### src/rtl/fetch_unit_pkg.sv
// rtl/fetch_unit_pkg.sv - shared types and constants for the fetch stage and control unit
package fetch_unit_pkg;

  typedef enum logic [1:0] {
    S_BOOT  = 2'd0,
    S_REQ   = 2'd1,
    S_VALID = 2'd2,
    S_HALT  = 2'd3
  } fetch_state_t;

  localparam logic [31:0] NOP = 32'h0000_0013;

  localparam int OPC_LSB = 0;
  localparam int OPC_MSB = 6;
  localparam int RD_LSB  = 7;
  localparam int RD_MSB  = 11;
  localparam int F3_LSB  = 12;
  localparam int F3_MSB  = 14;
  localparam int RS1_LSB = 15;
  localparam int RS1_MSB = 19;
  localparam int RS2_LSB = 20;
  localparam int RS2_MSB = 24;
  localparam int F7_LSB  = 25;
  localparam int F7_MSB  = 31;

  localparam logic [6:0] OPC_R    = 7'b0110011;
  localparam logic [6:0] OPC_I    = 7'b0010011;
  localparam logic [6:0] OPC_LOAD = 7'b0000011;
  localparam logic [6:0] OPC_S    = 7'b0100011;
  localparam logic [6:0] OPC_B    = 7'b1100011;
  localparam logic [6:0] OPC_JALR = 7'b1100111;
  localparam logic [6:0] OPC_JAL  = 7'b1101111;
  localparam logic [6:0] OPC_LUI  = 7'b0110111;

endpackage

### src/rtl/fetch_unit_if.sv
// rtl/fetch_unit_if.sv - instruction memory req/ack bus between fetch and imem
interface fetch_unit_if #(
  parameter int XLEN = 32
) ();
  logic            req;
  logic [XLEN-1:0] addr;
  logic            ack;
  logic [XLEN-1:0] rdata;

  modport master (output req, output addr, input ack, input rdata);
  modport slave  (input req, input addr, output ack, output rdata);
endinterface

### src/rtl/fetch_unit_next_pc_sel.sv
// rtl/fetch_unit_next_pc_sel.sv - next PC mux and alignment check
module next_pc_sel #(
  parameter int XLEN = 32
) (
  input  logic [XLEN-1:0] i_pc,
  input  logic [XLEN-1:0] i_target,
  input  logic            i_jump,
  input  logic            i_branch_taken,
  output logic [XLEN-1:0] o_next_pc,
  output logic [XLEN-1:0] o_pc_plus4,
  output logic            o_misaligned
);
  logic [XLEN-1:0] w_target_even;

  // bit 0 is cleared so jalr targets land on a halfword boundary
  assign w_target_even = i_target & ~{{(XLEN-1){1'b0}}, 1'b1};
  assign o_pc_plus4    = i_pc + XLEN'(4);
  assign o_next_pc     = (i_jump || i_branch_taken) ? w_target_even : o_pc_plus4;
  assign o_misaligned  = o_next_pc[1];
endmodule

### src/rtl/fetch_unit.sv
// rtl/fetch_unit.sv - PC holder, imem fetch handshake and instruction register
module fetch_unit
  import fetch_unit_pkg::*;
#(
  parameter int              XLEN     = 32,
  parameter logic [XLEN-1:0] RESET_PC = '0
) (
  input  logic            clk,
  input  logic            rst,
  fetch_unit_if.master    imem,
  input  logic            exec_done,
  input  logic            branch_taken,
  input  logic            jump,
  input  logic [XLEN-1:0] target,
  output logic            inst_valid,
  output logic [XLEN-1:0] instr,
  output logic [6:0]      opcode,
  output logic [2:0]      funct3,
  output logic [6:0]      funct7,
  output logic [4:0]      rd,
  output logic [4:0]      rs1,
  output logic [4:0]      rs2,
  output logic [XLEN-1:0] pc,
  output logic [XLEN-1:0] pc_plus4,
  output logic            misaligned,
  output logic [31:0]     instret
);
  fetch_state_t    r_state;
  fetch_state_t    w_state_nxt;
  logic [XLEN-1:0] r_pc;
  logic [XLEN-1:0] r_instr;
  logic            r_misaligned;
  logic [31:0]     r_instret;
  logic [XLEN-1:0] w_next_pc;
  logic            w_next_misaligned;
  logic            w_imem_req;
  logic            w_inst_valid;

  next_pc_sel #(.XLEN(XLEN)) u_next_pc_sel (
    .i_pc           (r_pc),
    .i_target       (target),
    .i_jump         (jump),
    .i_branch_taken (branch_taken),
    .o_next_pc      (w_next_pc),
    .o_pc_plus4     (pc_plus4),
    .o_misaligned   (w_next_misaligned)
  );

  always_comb begin
    w_state_nxt  = r_state;
    w_imem_req   = 1'b0;
    w_inst_valid = 1'b0;
    case (r_state)
      S_BOOT: w_state_nxt = S_REQ;
      S_REQ: begin
        w_imem_req = 1'b1;
        if (imem.ack) w_state_nxt = S_VALID;
      end
      S_VALID: begin
        w_inst_valid = 1'b1;
        if (exec_done) w_state_nxt = w_next_misaligned ? S_HALT : S_REQ;
      end
      default: w_state_nxt = S_HALT;
    endcase
  end

  always_ff @(posedge clk) begin
    if (rst) begin
      r_state      <= S_BOOT;
      r_pc         <= RESET_PC;
      r_instr      <= XLEN'(NOP);
      r_misaligned <= 1'b0;
      r_instret    <= '0;
    end else begin
      r_state <= w_state_nxt;
      if (r_state == S_REQ && imem.ack) r_instr <= imem.rdata;
      // a misaligned target still retires the jump but freezes pc at it
      if (r_state == S_VALID && exec_done) begin
        r_instret <= r_instret + 32'd1;
        if (w_next_misaligned) r_misaligned <= 1'b1;
        else r_pc <= w_next_pc;
      end
    end
  end

  assign imem.req   = w_imem_req;
  assign imem.addr  = r_pc;
  assign inst_valid = w_inst_valid;
  assign instr      = r_instr;
  assign opcode     = r_instr[OPC_MSB:OPC_LSB];
  assign funct3     = r_instr[F3_MSB:F3_LSB];
  assign funct7     = r_instr[F7_MSB:F7_LSB];
  assign rd         = r_instr[RD_MSB:RD_LSB];
  assign rs1        = r_instr[RS1_MSB:RS1_LSB];
  assign rs2        = r_instr[RS2_MSB:RS2_LSB];
  assign pc         = r_pc;
  assign misaligned = r_misaligned;
  assign instret    = r_instret;
endmodule

### src/flat_wrapper.sv
// flat-port wrapper written by rule: the top's interface ports become plain ports
module fetch_unit_flat import fetch_unit_pkg::*;
#(
  parameter int              XLEN     = 32,
  parameter logic [XLEN-1:0] RESET_PC = '0
)
  (clk, rst, exec_done, branch_taken, jump, target, inst_valid, instr, opcode, funct3, funct7, rd, rs1, rs2, pc, pc_plus4, misaligned, instret, imem_req, imem_addr, imem_ack, imem_rdata);
  fetch_unit_if #(.XLEN(XLEN)) imem_i ();
  input  logic clk;
  input  logic rst;
  input  logic exec_done;
  input  logic branch_taken;
  input  logic jump;
  input  logic [XLEN-1:0] target;
  output logic inst_valid;
  output logic [XLEN-1:0] instr;
  output logic [6:0] opcode;
  output logic [2:0] funct3;
  output logic [6:0] funct7;
  output logic [4:0] rd;
  output logic [4:0] rs1;
  output logic [4:0] rs2;
  output logic [XLEN-1:0] pc;
  output logic [XLEN-1:0] pc_plus4;
  output logic misaligned;
  output logic [31:0] instret;
  output wire logic [$bits(imem_i.req)-1:0] imem_req;
  output wire logic [$bits(imem_i.addr)-1:0] imem_addr;
  input wire logic [$bits(imem_i.ack)-1:0] imem_ack;
  input wire logic [$bits(imem_i.rdata)-1:0] imem_rdata;
  assign imem_req = imem_i.req;
  assign imem_addr = imem_i.addr;
  assign imem_i.ack = imem_ack;
  assign imem_i.rdata = imem_rdata;
  fetch_unit #(.XLEN(XLEN), .RESET_PC(RESET_PC)) u_core (.clk(clk), .rst(rst), .imem(imem_i), .exec_done(exec_done), .branch_taken(branch_taken), .jump(jump), .target(target), .inst_valid(inst_valid), .instr(instr), .opcode(opcode), .funct3(funct3), .funct7(funct7), .rd(rd), .rs1(rs1), .rs2(rs2), .pc(pc), .pc_plus4(pc_plus4), .misaligned(misaligned), .instret(instret));
endmodule
### config.mk
export PLATFORM = sky130hd
export DESIGN_NAME = fetch_unit_flat
export DESIGN_NICKNAME = d
export VERILOG_FILES = /design/src/rtl/fetch_unit_pkg.sv /design/src/rtl/fetch_unit_if.sv /design/src/rtl/fetch_unit_next_pc_sel.sv /design/src/rtl/fetch_unit.sv /design/src/flat_wrapper.sv
export SDC_FILE = /design/constraint.sdc
export NUM_CORES = 1
export LEC_CHECK = 0
export CORE_UTILIZATION = 41
export CTS_CLUSTER_SIZE = 8
export DETAILED_ROUTE_END_ITERATION = 16
export PLACE_DENSITY = 0.81
export SYNTH_ARGS = -nofsm -noshare
export SYNTH_HDL_FRONTEND = slang
export SYNTH_HIERARCHICAL = 1
export SYNTH_SLANG_ARGS = --single-unit
### constraint.sdc
create_clock -name clk -period 2.36 [get_ports clk]
set_clock_uncertainty 0.1 [all_clocks]
set_input_delay 0.472 -clock clk [delete_from_list [all_inputs] [get_ports clk]]
set_output_delay 0.472 -clock clk [all_outputs]
set_load 0.01 [all_outputs]
After elaboration in Yosys (flattened, before gate mapping)
Index checks and enable logic that the tools add are counted.
{"block": "totals", "reg_bits": 98, "out_inout_bits": 195, "in_bits": 70}
{"block": "op_classes", "reduce_logical": 7, "add_sub_neg": 2, "eq_ne": 4, "n_mux": 7, "bitwise_logic": 1}
{"op": "adder 32 x 1 -> 32 bit (second input constant)", "count": 1}
{"op": "adder 32 x 3 -> 32 bit (second input constant)", "count": 1}
{"op": "two-way mux 32 bit", "count": 1}
{"op": "two-way mux 2 bit", "count": 3}
{"op": "case mux 2 bit (3 select lines)", "count": 1}
{"op": "AND reduction 2 bit", "count": 3}
{"op": "!= test 2 bit (second input constant)", "count": 2}
{"op": "== test 2 x 1 -> 1 bit (second input constant)", "count": 1}
{"op": "== test 2 bit (second input constant)", "count": 1}
{"op": "logical AND 1 bit", "count": 2}
{"op": "logical NOT 2 bit", "count": 1}
{"op": "two-way mux 1 bit", "count": 2}
{"op": "logical OR 1 bit", "count": 1}
{"op": "inverter 1 bit", "count": 1}

Logic depth before layout (Yosys ltp)
Gate-level depths: netlist of run 1.
{"block": "logic_depth", "depth_word": 5, "ltp_mapped": 8, "ltp_nobuf": 7}

By module
The synthesis of run 1 kept the hierarchy.
{"mod": "fetch_unit", "cells_each": 537, "seq_area_each_um2": 1981.9, "n_inst": 1, "area_per_inst_um2": 4289.1}
{"mod": "next_pc_sel", "cells_each": 177, "seq_area_each_um2": 0.0, "n_inst": 1, "area_per_inst_um2": 1097.3}

Worst setup path after synthesis of run 1
No wires, ideal clock.
{"block": "synth_timing", "path_type": "register -> output", "from": "register u_core.r_pc[2], in the netlist u_core/imem.addr[2]", "to": "output port pc_plus4[30]", "arrival_ns": 1.710, "stages_incl_launch_ff": 7, "required_time_ns": 1.788, "setup_slack_ns": 0.078, "n_path_buf": 1, "path_cell_list": "dfxtp_1 -> ha_1 -> and3_1 -> buf_2 -> nand3_2 -> or4_1 -> nand2_1"}
{"block": "synth_between", "elab_chain_len": 1}
{"element": "from (decl)", "line_no": "fetch_unit.sv:30", "text": "logic [XLEN-1:0] r_pc;"}
{"element": "from (signal assigned)", "line_no": "fetch_unit.sv:81", "text": "else r_pc <= w_next_pc;"}
{"element": "adder 32 x 3 -> 32 bit", "line_no": "fetch_unit_next_pc_sel.sv:17", "text": "assign o_pc_plus4 = i_pc + XLEN'(4);"}
{"element": "to (decl)", "line_no": "flat_wrapper.sv:24", "text": "output logic [XLEN-1:0] pc_plus4;"}
No other way between the ends.

Worst setup path after layout of run 1
{"block": "layout_timing", "from": "register u_core.r_pc[12], in the netlist u_core/imem.addr[12]", "to": "output port pc_plus4[28]"}
Same word-level chain as after synthesis.

==> results of run 1 <==
-- routing by layer --
layer / up-vias / global-route usage / wire [microns]
met5: - / 0 / 0
met4: 0 / 0.1080 / 510
met3: 39 / 0.04359 / 1199
met2: 245 / 0.4434 / 9226
met1: 2870 / 0.3100 / 7268
li1: 2938 / - / -
-- synth_stat cells (all sizes together), types with 2 or more instances --
cell type  instances  area, sq um
nand2            183        686.9
dfxtp             99         1982
a21oi             86        430.4
buf               75        553.0
clkbuf            33        123.9
nor2              28        105.1
or4               25        191.4
o31ai             21        157.7
nand3             20        105.1
nand4             19        133.9
xnor2             18        157.7
o21ai             16        80.08
a31oi             14        87.58
or3               14        87.58
mux2              10        112.6
and4               9        78.83
inv                5        18.77
nand3b             5        37.54
xor2               5        43.79
and2               3        18.77
and3               3        18.77
nor3               3        15.01
nor4               3        18.77
or2                3        18.77
ha                 2        25.02
nor2b              2        12.51
-- where the power goes --
group | internal, mW | switching, mW | total [mW]
registers | 1.71 | 0.0302 | 1.74
logic | 0.321 | 0.244 | 0.565
clock network | 0.936 | 0.667 | 1.60
-- what timing repair did --
action | 4_1_cts | 5_1_grt
buffers inserted | 14 | 4
gates resized for setup | 147 | 67
pin swaps | 24 | 20
gates cloned | 1 | 0
hold buffers | 0 | 0
endpoints found under the setup margin | 39 | 34
-- placed cells by master, fill, tap and decap left out, drive strengths merged, types with 2 or more instances in the layout --
cell type and count:
xnor2 18, nand4 20, clkinvlp 2, nor4 3, o31ai 21, inv 6
or4 25, clkinv 2, ha 2, nor2b 2, or3 14, and4 9
xor2 5, nand2 183, a21oi 86, a31oi 14, dlymetal6s2s 2, and3 3
nand3b 5, nor3 3, buf 110, clkbuf 11, nand3 20, clkdlybuf4s50 234
mux2 10, or2 3, o21ai 16, nor2 28, and2 3, dfxtp 99
dlygate4sd2 2, bufinv 2
-- registers in the layout, summed over array words and instances (netlist names) --
register	cells
u_core/imem.addr	32
u_core/instr	32
u_core/instret	32
u_core/misaligned	1
u_core/r_state	2
-- critical path, stage by stage, from the launching register on --
cell,delay (ns)
sky130_fd_sc_hd__dfxtp_2,0.33
sky130_fd_sc_hd__and4_4,0.31
sky130_fd_sc_hd__nand4_1,0.14
sky130_fd_sc_hd__buf_4,0.18
sky130_fd_sc_hd__or4b_4,0.49
sky130_fd_sc_hd__nand2_2,0.08
sky130_fd_sc_hd__buf_6,0.10
-- layout make-up --
| type | count | area, sq um |
|---|---|---|
| fill | 983 | 3767 |
| timing repair buffer | 350 | 3328 |
| multi-input combinational | 503 | 3065 |
| sequential | 99 | 2002 |
| clock buffer | 9 | 225.2 |
| tap | 172 | 215.2 |
| clock inverter | 7 | 100.1 |
| inverter | 5 | 18.77 |
-- final timing paths --
| path | to | depth (start not counted) | slack [ns] |
|---|---|---|---|
| setup / recovery | pc_plus4[28] | 6 | -0.19 |
| hold / removal | u_core/instr[17] | 2 | 0.35 |
| setup reg to reg | u_core/instret[30] | 5 | 0.13 |
| hold reg to reg | u_core/instr[6] | 2 | 0.37 |
-- logic make-up (layout without fill, tap and decap cells) --
| logic type | count (synthesis) | in the layout | synth area share |
|---|---|---|---|
| adder cells (fa/ha/maj) | 2 | 2 | 0.004645 |
| buffers and inverters | 113 | 371 | 0.1292 |
| multiplexers | 10 | 10 | 0.02091 |
| AO/OA/AOI/OAI | 141 | 141 | 0.1463 |
| XOR/XNOR | 23 | 23 | 0.03740 |
| AND/OR/NAND/NOR | 326 | 327 | 0.2936 |
| flip-flops | 99 | 99 | 0.3679 |
==> flow_summary.json, run 1 <==
{
  "worst_setup_path_end_kind": "primary output",
  "cts-htree-levels": 3,
  "min-delay-path-class": "in -> reg",
  "cts.sink_count": 99,
  "min_period_over_period": 1.080,
  "max_clock_freq_mhz": 392.2,
  "first_pass_grt_wire_length_microns": 27250,
  "worst_pin_slew_ns": 0.6253,
  "worst_setup_path_start_kind": "flip-flop",
  "first_global_vias": 5424,
  "die_h_microns": 116.6,
  "netlist_area_sq_um": 5386,
  "detailed_route_wire_length_microns": 18200,
  "buffers_on_ports": 263,
  "syn-instance-count": 714,
  "timing.setup.critical_path_class": "reg -> out",
  "die_area_sq_um": 13600,
  "power-per-cell-area_nw_per_um2": 436.3,
  "cp-startpoint": "u_core/imem.addr[12]",
  "cts.path.max_buffers": 2,
  "hold_start": "rst",
  "nNetsFinal": 1040,
  "synth-seq-area-share": 0.3679,
  "tritoncts.num_buffers": 9,
  "grt_start_max_net_pins": 56,
  "synth_enable_flop_cells": 0,
  "leakage_nw": 3.306,
  "syn-num-nets": 786,
  "drt-pass1-iter-count": 5,
  "grt.total_usage": 0.2549,
  "synth_top_flop_cell": "sky130_fd_sc_hd__dfxtp_1",
  "yosys_warnings": 6,
  "worst_ir_drop_vdd_mv": 0.3022,
  "status": "finished, violations left",
  "critPathMaxFanout": 5,
  "timing.final.hold_violations": 0,
  "hold-worst-slack_ns": 0.3454,
  "postLayoutCoreUtil": 0.7039,
  "num_io_pins": 265,
  "setup_viol": 12,
  "postLayoutSetupSlackWorst_ns": -0.1894,
  "required_ns": 1.79,
  "totalPowerFinal_mw": 3.907,
  "die_w_microns": 116.6,
  "placed_cell_count": 1112,
  "via_count": 6092,
  "reg2reg_from": "u_core/instret[2]",
  "ys_ff_latch": 99,
  "post-route-cell-area_sq_um": 8955,
  "final.setup.tns_ns": -1.117,
  "core_area_sq_um": 12720,
  "layout.cells.non_filler": 1145,
  "fp-row-count": 41,
  "maxSlewViolCount": 0,
  "vias_per_cell": 5.321,
  "worstPathArrival_ns": 1.98,
  "detailed_router_s_first_iteration_violation_count": 378,
  "grt_antenna_before_repair": 0,
  "area_growth_pct": 66.25,
  "worstSkewPairLatency_ns": 0.35,
  "cts.root.buffer_cell": "sky130_fd_sc_hd__clkbuf_16",
  "worst_slew_margin_rel": 0.5831,
  "route.detailed.drc": 0,
  "detailedPlace.worstSlack_ns": -0.4748,
  "post_route_cells_drive_above_1_share": 0.2302,
  "layout_min_cycle_time_ns": 2.549,
  "post_drt_wl_per_cell_microns": 15.90,
  "global_route_overflow": 0,
  "ys_types": 42,
  "cts.reportedPaths.clkPinSlew_ns": 0.07,
  "rsz0062_at_grt": "true",
  "cap_violations": 0,
  "asyncSetResetFlopFracSynth": 0,
  "dpl.hpwl_microns": 12780,
  "antenna-diode-count": 0,
  "clock_tree_from_tritoncts": "yes",
  "place.gp.congestion": 0.8344,
  "initial_core_util": 0.4234,
  "post_placement_cell_area_sq_um": 8163,
  "ant_nets": 0,
  "synth.avg_cell_area_sq_um": 7.544,
  "failed_checks": "setup timing"
}
Power figures use the tool's default switching activity.
==> run 2, diff against run 1 <==
--- a/config.mk
+++ b/config.mk
@@ -5,10 +5,13 @@
 export SDC_FILE = /design/constraint.sdc
 export NUM_CORES = 1
 export LEC_CHECK = 0
-export CORE_UTILIZATION = 41
+export ABC_AREA = 1
+export CORE_UTILIZATION = 42
 export CTS_CLUSTER_SIZE = 8
 export DETAILED_ROUTE_END_ITERATION = 16
+export MAX_ROUTING_LAYER = met4
 export PLACE_DENSITY = 0.81
+export SLEW_MARGIN = 20
 export SYNTH_ARGS = -nofsm -noshare
 export SYNTH_HDL_FRONTEND = slang
 export SYNTH_HIERARCHICAL = 1
==> flow_summary.json, run 2 <==
{
  "synth_top_flop_cell": "sky130_fd_sc_hd__dfxtp_1",
  "via_count": 6679,
  "register_area_sq_um": 1991,
  "antenna-diode-count": 0,
  "mostFrequentLayoutCell": "sky130_fd_sc_hd__nand2_1",
  "timing.final.hold_violations": 0,
  "maxSlewViolCount": 0,
  "leakage_nw": 3.820,
  "die_h_microns": 119.9,
  "yosys_warnings": 6,
  "netlist_top_cells_count": "250 x sky130_fd_sc_hd__nand2_1, 213 x sky130_fd_sc_hd__nor2_1, 99 x sky130_fd_sc_hd__dfxtp_1",
  "synthTopCellsByArea": "sky130_fd_sc_hd__dfxtp_1 34%, sky130_fd_sc_hd__nand2_1 16%, sky130_fd_sc_hd__nor2_1 14%",
  "drt-pass1-iter-count": 5,
  "status": "finished, violations left",
  "grt.total_usage": 0.2679,
  "post_route_cells_drive_above_1_share": 0.1531,
  "cts.sink_count": 99,
  "asyncSetResetFlopFracSynth": 0,
  "critical_path.top_delay_family": "simple AND/OR/NAND/NOR gates",
  "layout.cells.non_filler": 1345,
  "critical-path-top-cell-by-count": "sky130_fd_sc_hd__nand2_1",
  "fillers": 1125,
  "die_w_microns": 119.9,
  "netlist.top_cell.by_area": "sky130_fd_sc_hd__dfxtp_1",
  "multi_input_area_sq_um": 3152,
  "nNetsFinal": 1237,
  "layout_min_cycle_time_ns": 2.385,
  "detailed_route_wire_length_microns": 19400,
  "buffers_on_ports": 263,
  "detailed_router_s_first_iteration_violation_count": 526,
  "worstPathArrival_ns": 1.81,
  "postLayoutSetupSlackWorst_ns": -0.02519,
  "failed_checks": "setup timing",
  "worst_pin_slew_ns": 0.4068,
  "min_period_over_period": 1.011,
  "fp-row-count": 42,
  "final.setup.tns_ns": -0.04305,
  "netlist_area_sq_um": 5837,
  "cts.reportedPaths.clkPinSlew_ns": 0.07,
  "placed_cell_count": 1315,
  "place.gp.congestion": 0.9401,
  "clock_tree_from_tritoncts": "yes",
  "synth-seq-area-share": 0.3395,
  "met2_wirelength_microns": 9818,
  "critPathMaxFanout": 3,
  "dpl.hpwl_microns": 13870,
  "min-delay-path-class": "reg -> reg",
  "ys_ff_latch": 99,
  "route.detailed.drc": 0,
  "timing.setup.critical_path_class": "reg -> out",
  "post_drt_wl_per_cell_microns": 14.42,
  "worstSkewPairLatency_ns": 0.35,
  "first_pass_grt_wire_length_microns": 29460,
  "worst_setup_path_start_kind": "flip-flop",
  "leading_cell_types_in_the_layout_fill_and_taps_excluded": "242 x sky130_fd_sc_hd__nand2_1, 235 x sky130_fd_sc_hd__clkdlybuf4s50_1, 204 x sky130_fd_sc_hd__nor2_1, 94 x sky130_fd_sc_hd__dfxtp_1, 66 x sky130_fd_sc_hd__o21ai_0",
  "worst_slew_margin_rel": 0.7284,
  "top_layer": "met4",
  "critPathMaxStageDelay_ns": 0.36,
  "regToRegSetupSlack_ns": 0.49,
  "grt_antenna_before_repair": 0,
  "synth.avg_cell_area_sq_um": 6.365,
  "worst_ir_drop_vdd_mv": 0.3692,
  "rsz0062_at_grt": "true",
  "worst_setup_path_end_kind": "primary output",
  "hold-worst-slack_ns": 0.3780,
  "synth_enable_flop_cells": 0,
  "cap_violations": 0,
  "path_cells": "nand2_1 > nor2_1 > nand2_1 > nor2_4 > buf_4 > nand2_1 > nand2_1 > nand2_1 > buf_2",
  "detailedPlace.worstSlack_ns": -0.06721,
  "max_clock_freq_mhz": 419.3,
  "worst_path_max_delay_cell": "sky130_fd_sc_hd__dfxtp_1",
  "critical_path_buf_inv_count": 2,
  "core_area_sq_um": 13400,
  "die_area_sq_um": 14370,
  "ys_types": 35,
  "required_ns": 1.79,
  "totalPowerFinal_mw": 4.030,
  "dr_wl_met3_microns": 1510,
  "vias_per_cell": 4.966,
  "cts.root.buffer_cell": "sky130_fd_sc_hd__clkbuf_16",
  "cts.path.max_buffers": 2,
  "num_io_pins": 265,
  "tritoncts.num_buffers": 9,
  "ant_nets": 0,
  "cts-htree-levels": 3,
  "synth_most_common_cell": "sky130_fd_sc_hd__nand2_1",
  "initial_core_util": 0.4356,
  "syn-instance-count": 917,
  "synth_top_area_frac": 0.3395,
  "area_growth_pct": 54.47,
  "global_route_overflow": 0,
  "setup_viol": 2,
  "first_global_vias": 6044,
  "routedLengthMet1_microns": 7701,
  "grt_start_max_net_pins": 49,
  "power-per-cell-area_nw_per_um2": 446.9,
  "syn-num-nets": 989
}
==> run 2: changes by cell type in the layout (fill, tap and decap cells not counted), sizes merged, moves of 21 or more <==
| cell | before | now |
|---|---|---|
| nor2 | 28 | 236 |
| a21oi | 86 | 14 |
| inv | 6 | 61 |
| o31ai | 21 | 0 |
| or4 | 25 | 0 |
| o21ai | 16 | 69 |
| nand2 | 183 | 255 |
==> run 2: metal layers <==
metal,vias up,global-route usage
li1,3267,-
met1,3059,0.3110
met3,37,0.05276
met4,0,0.08438
met5,-,-
met2,316,0.4639
==> run 2: repair_timing <==
action,4_1_cts,5_1_grt
setup buffers,11,4
resized for setup,110,39
hold buffers,0,0
pin swaps,15,15
setup endpoints to repair,28,24
==> run 2: per-stage QoR <==
step	instance area, sq um	utilization
3_3_place_gp	8523	0.6360
2_1_floorplan	5837	-
5_1_grt	9016	0.6728
4_1_cts	8887	0.6632
3_5_place_dp	8523	0.6360
6_report	9016	0.6728
==> run 2: power breakdown <==
part / switching (mW) / internal [mW]
combinational: 0.341 / 0.428
clock: 0.646 / 0.819
sequential: 0.0603 / 1.73
==> run 2: worst reg2reg max path: cells and delay by family (launching register included) <==
family | cells | cell delay [ns]
buf+inv | 5 | 0.49
simple gates | 10 | 0.80
flops | 1 | 0.37
==> run 2: area by class of cell <==
type,count,area share
timing repair buffer,333,0.3487
clock inverter,4,0.005690
inverter,60,0.02498
clock buffer,11,0.02581
sequential,99,0.2208
multi-input combinational,662,0.3496
tap,176,0.02442
==> run 2: final timing paths <==
path	startpoint	end	depth (start not counted)
max	u_core/imem.addr[13]	pc_plus4[24]	9
min	u_core/misaligned	u_core/misaligned	2
max reg2reg	u_core/imem.addr[2]	u_core/imem.addr[25]	15
min reg2reg	u_core/misaligned	u_core/misaligned	2
==> run 2: cells by family (layout without fill, tap and decap cells) <==
| group | count (synthesis) | after routing | synth area share |
|---|---|---|---|
| xor gates and xnor gates | 19 | 19 | 0.03366 |
| and+or+nand+nor | 553 | 553 | 0.4004 |
| adders and majority gates | 2 | 2 | 0.004287 |
| DFF | 99 | 99 | 0.3395 |
| buffers and inverters | 156 | 408 | 0.1447 |
| AOI/OAI and AO/OA | 88 | 88 | 0.07739 |
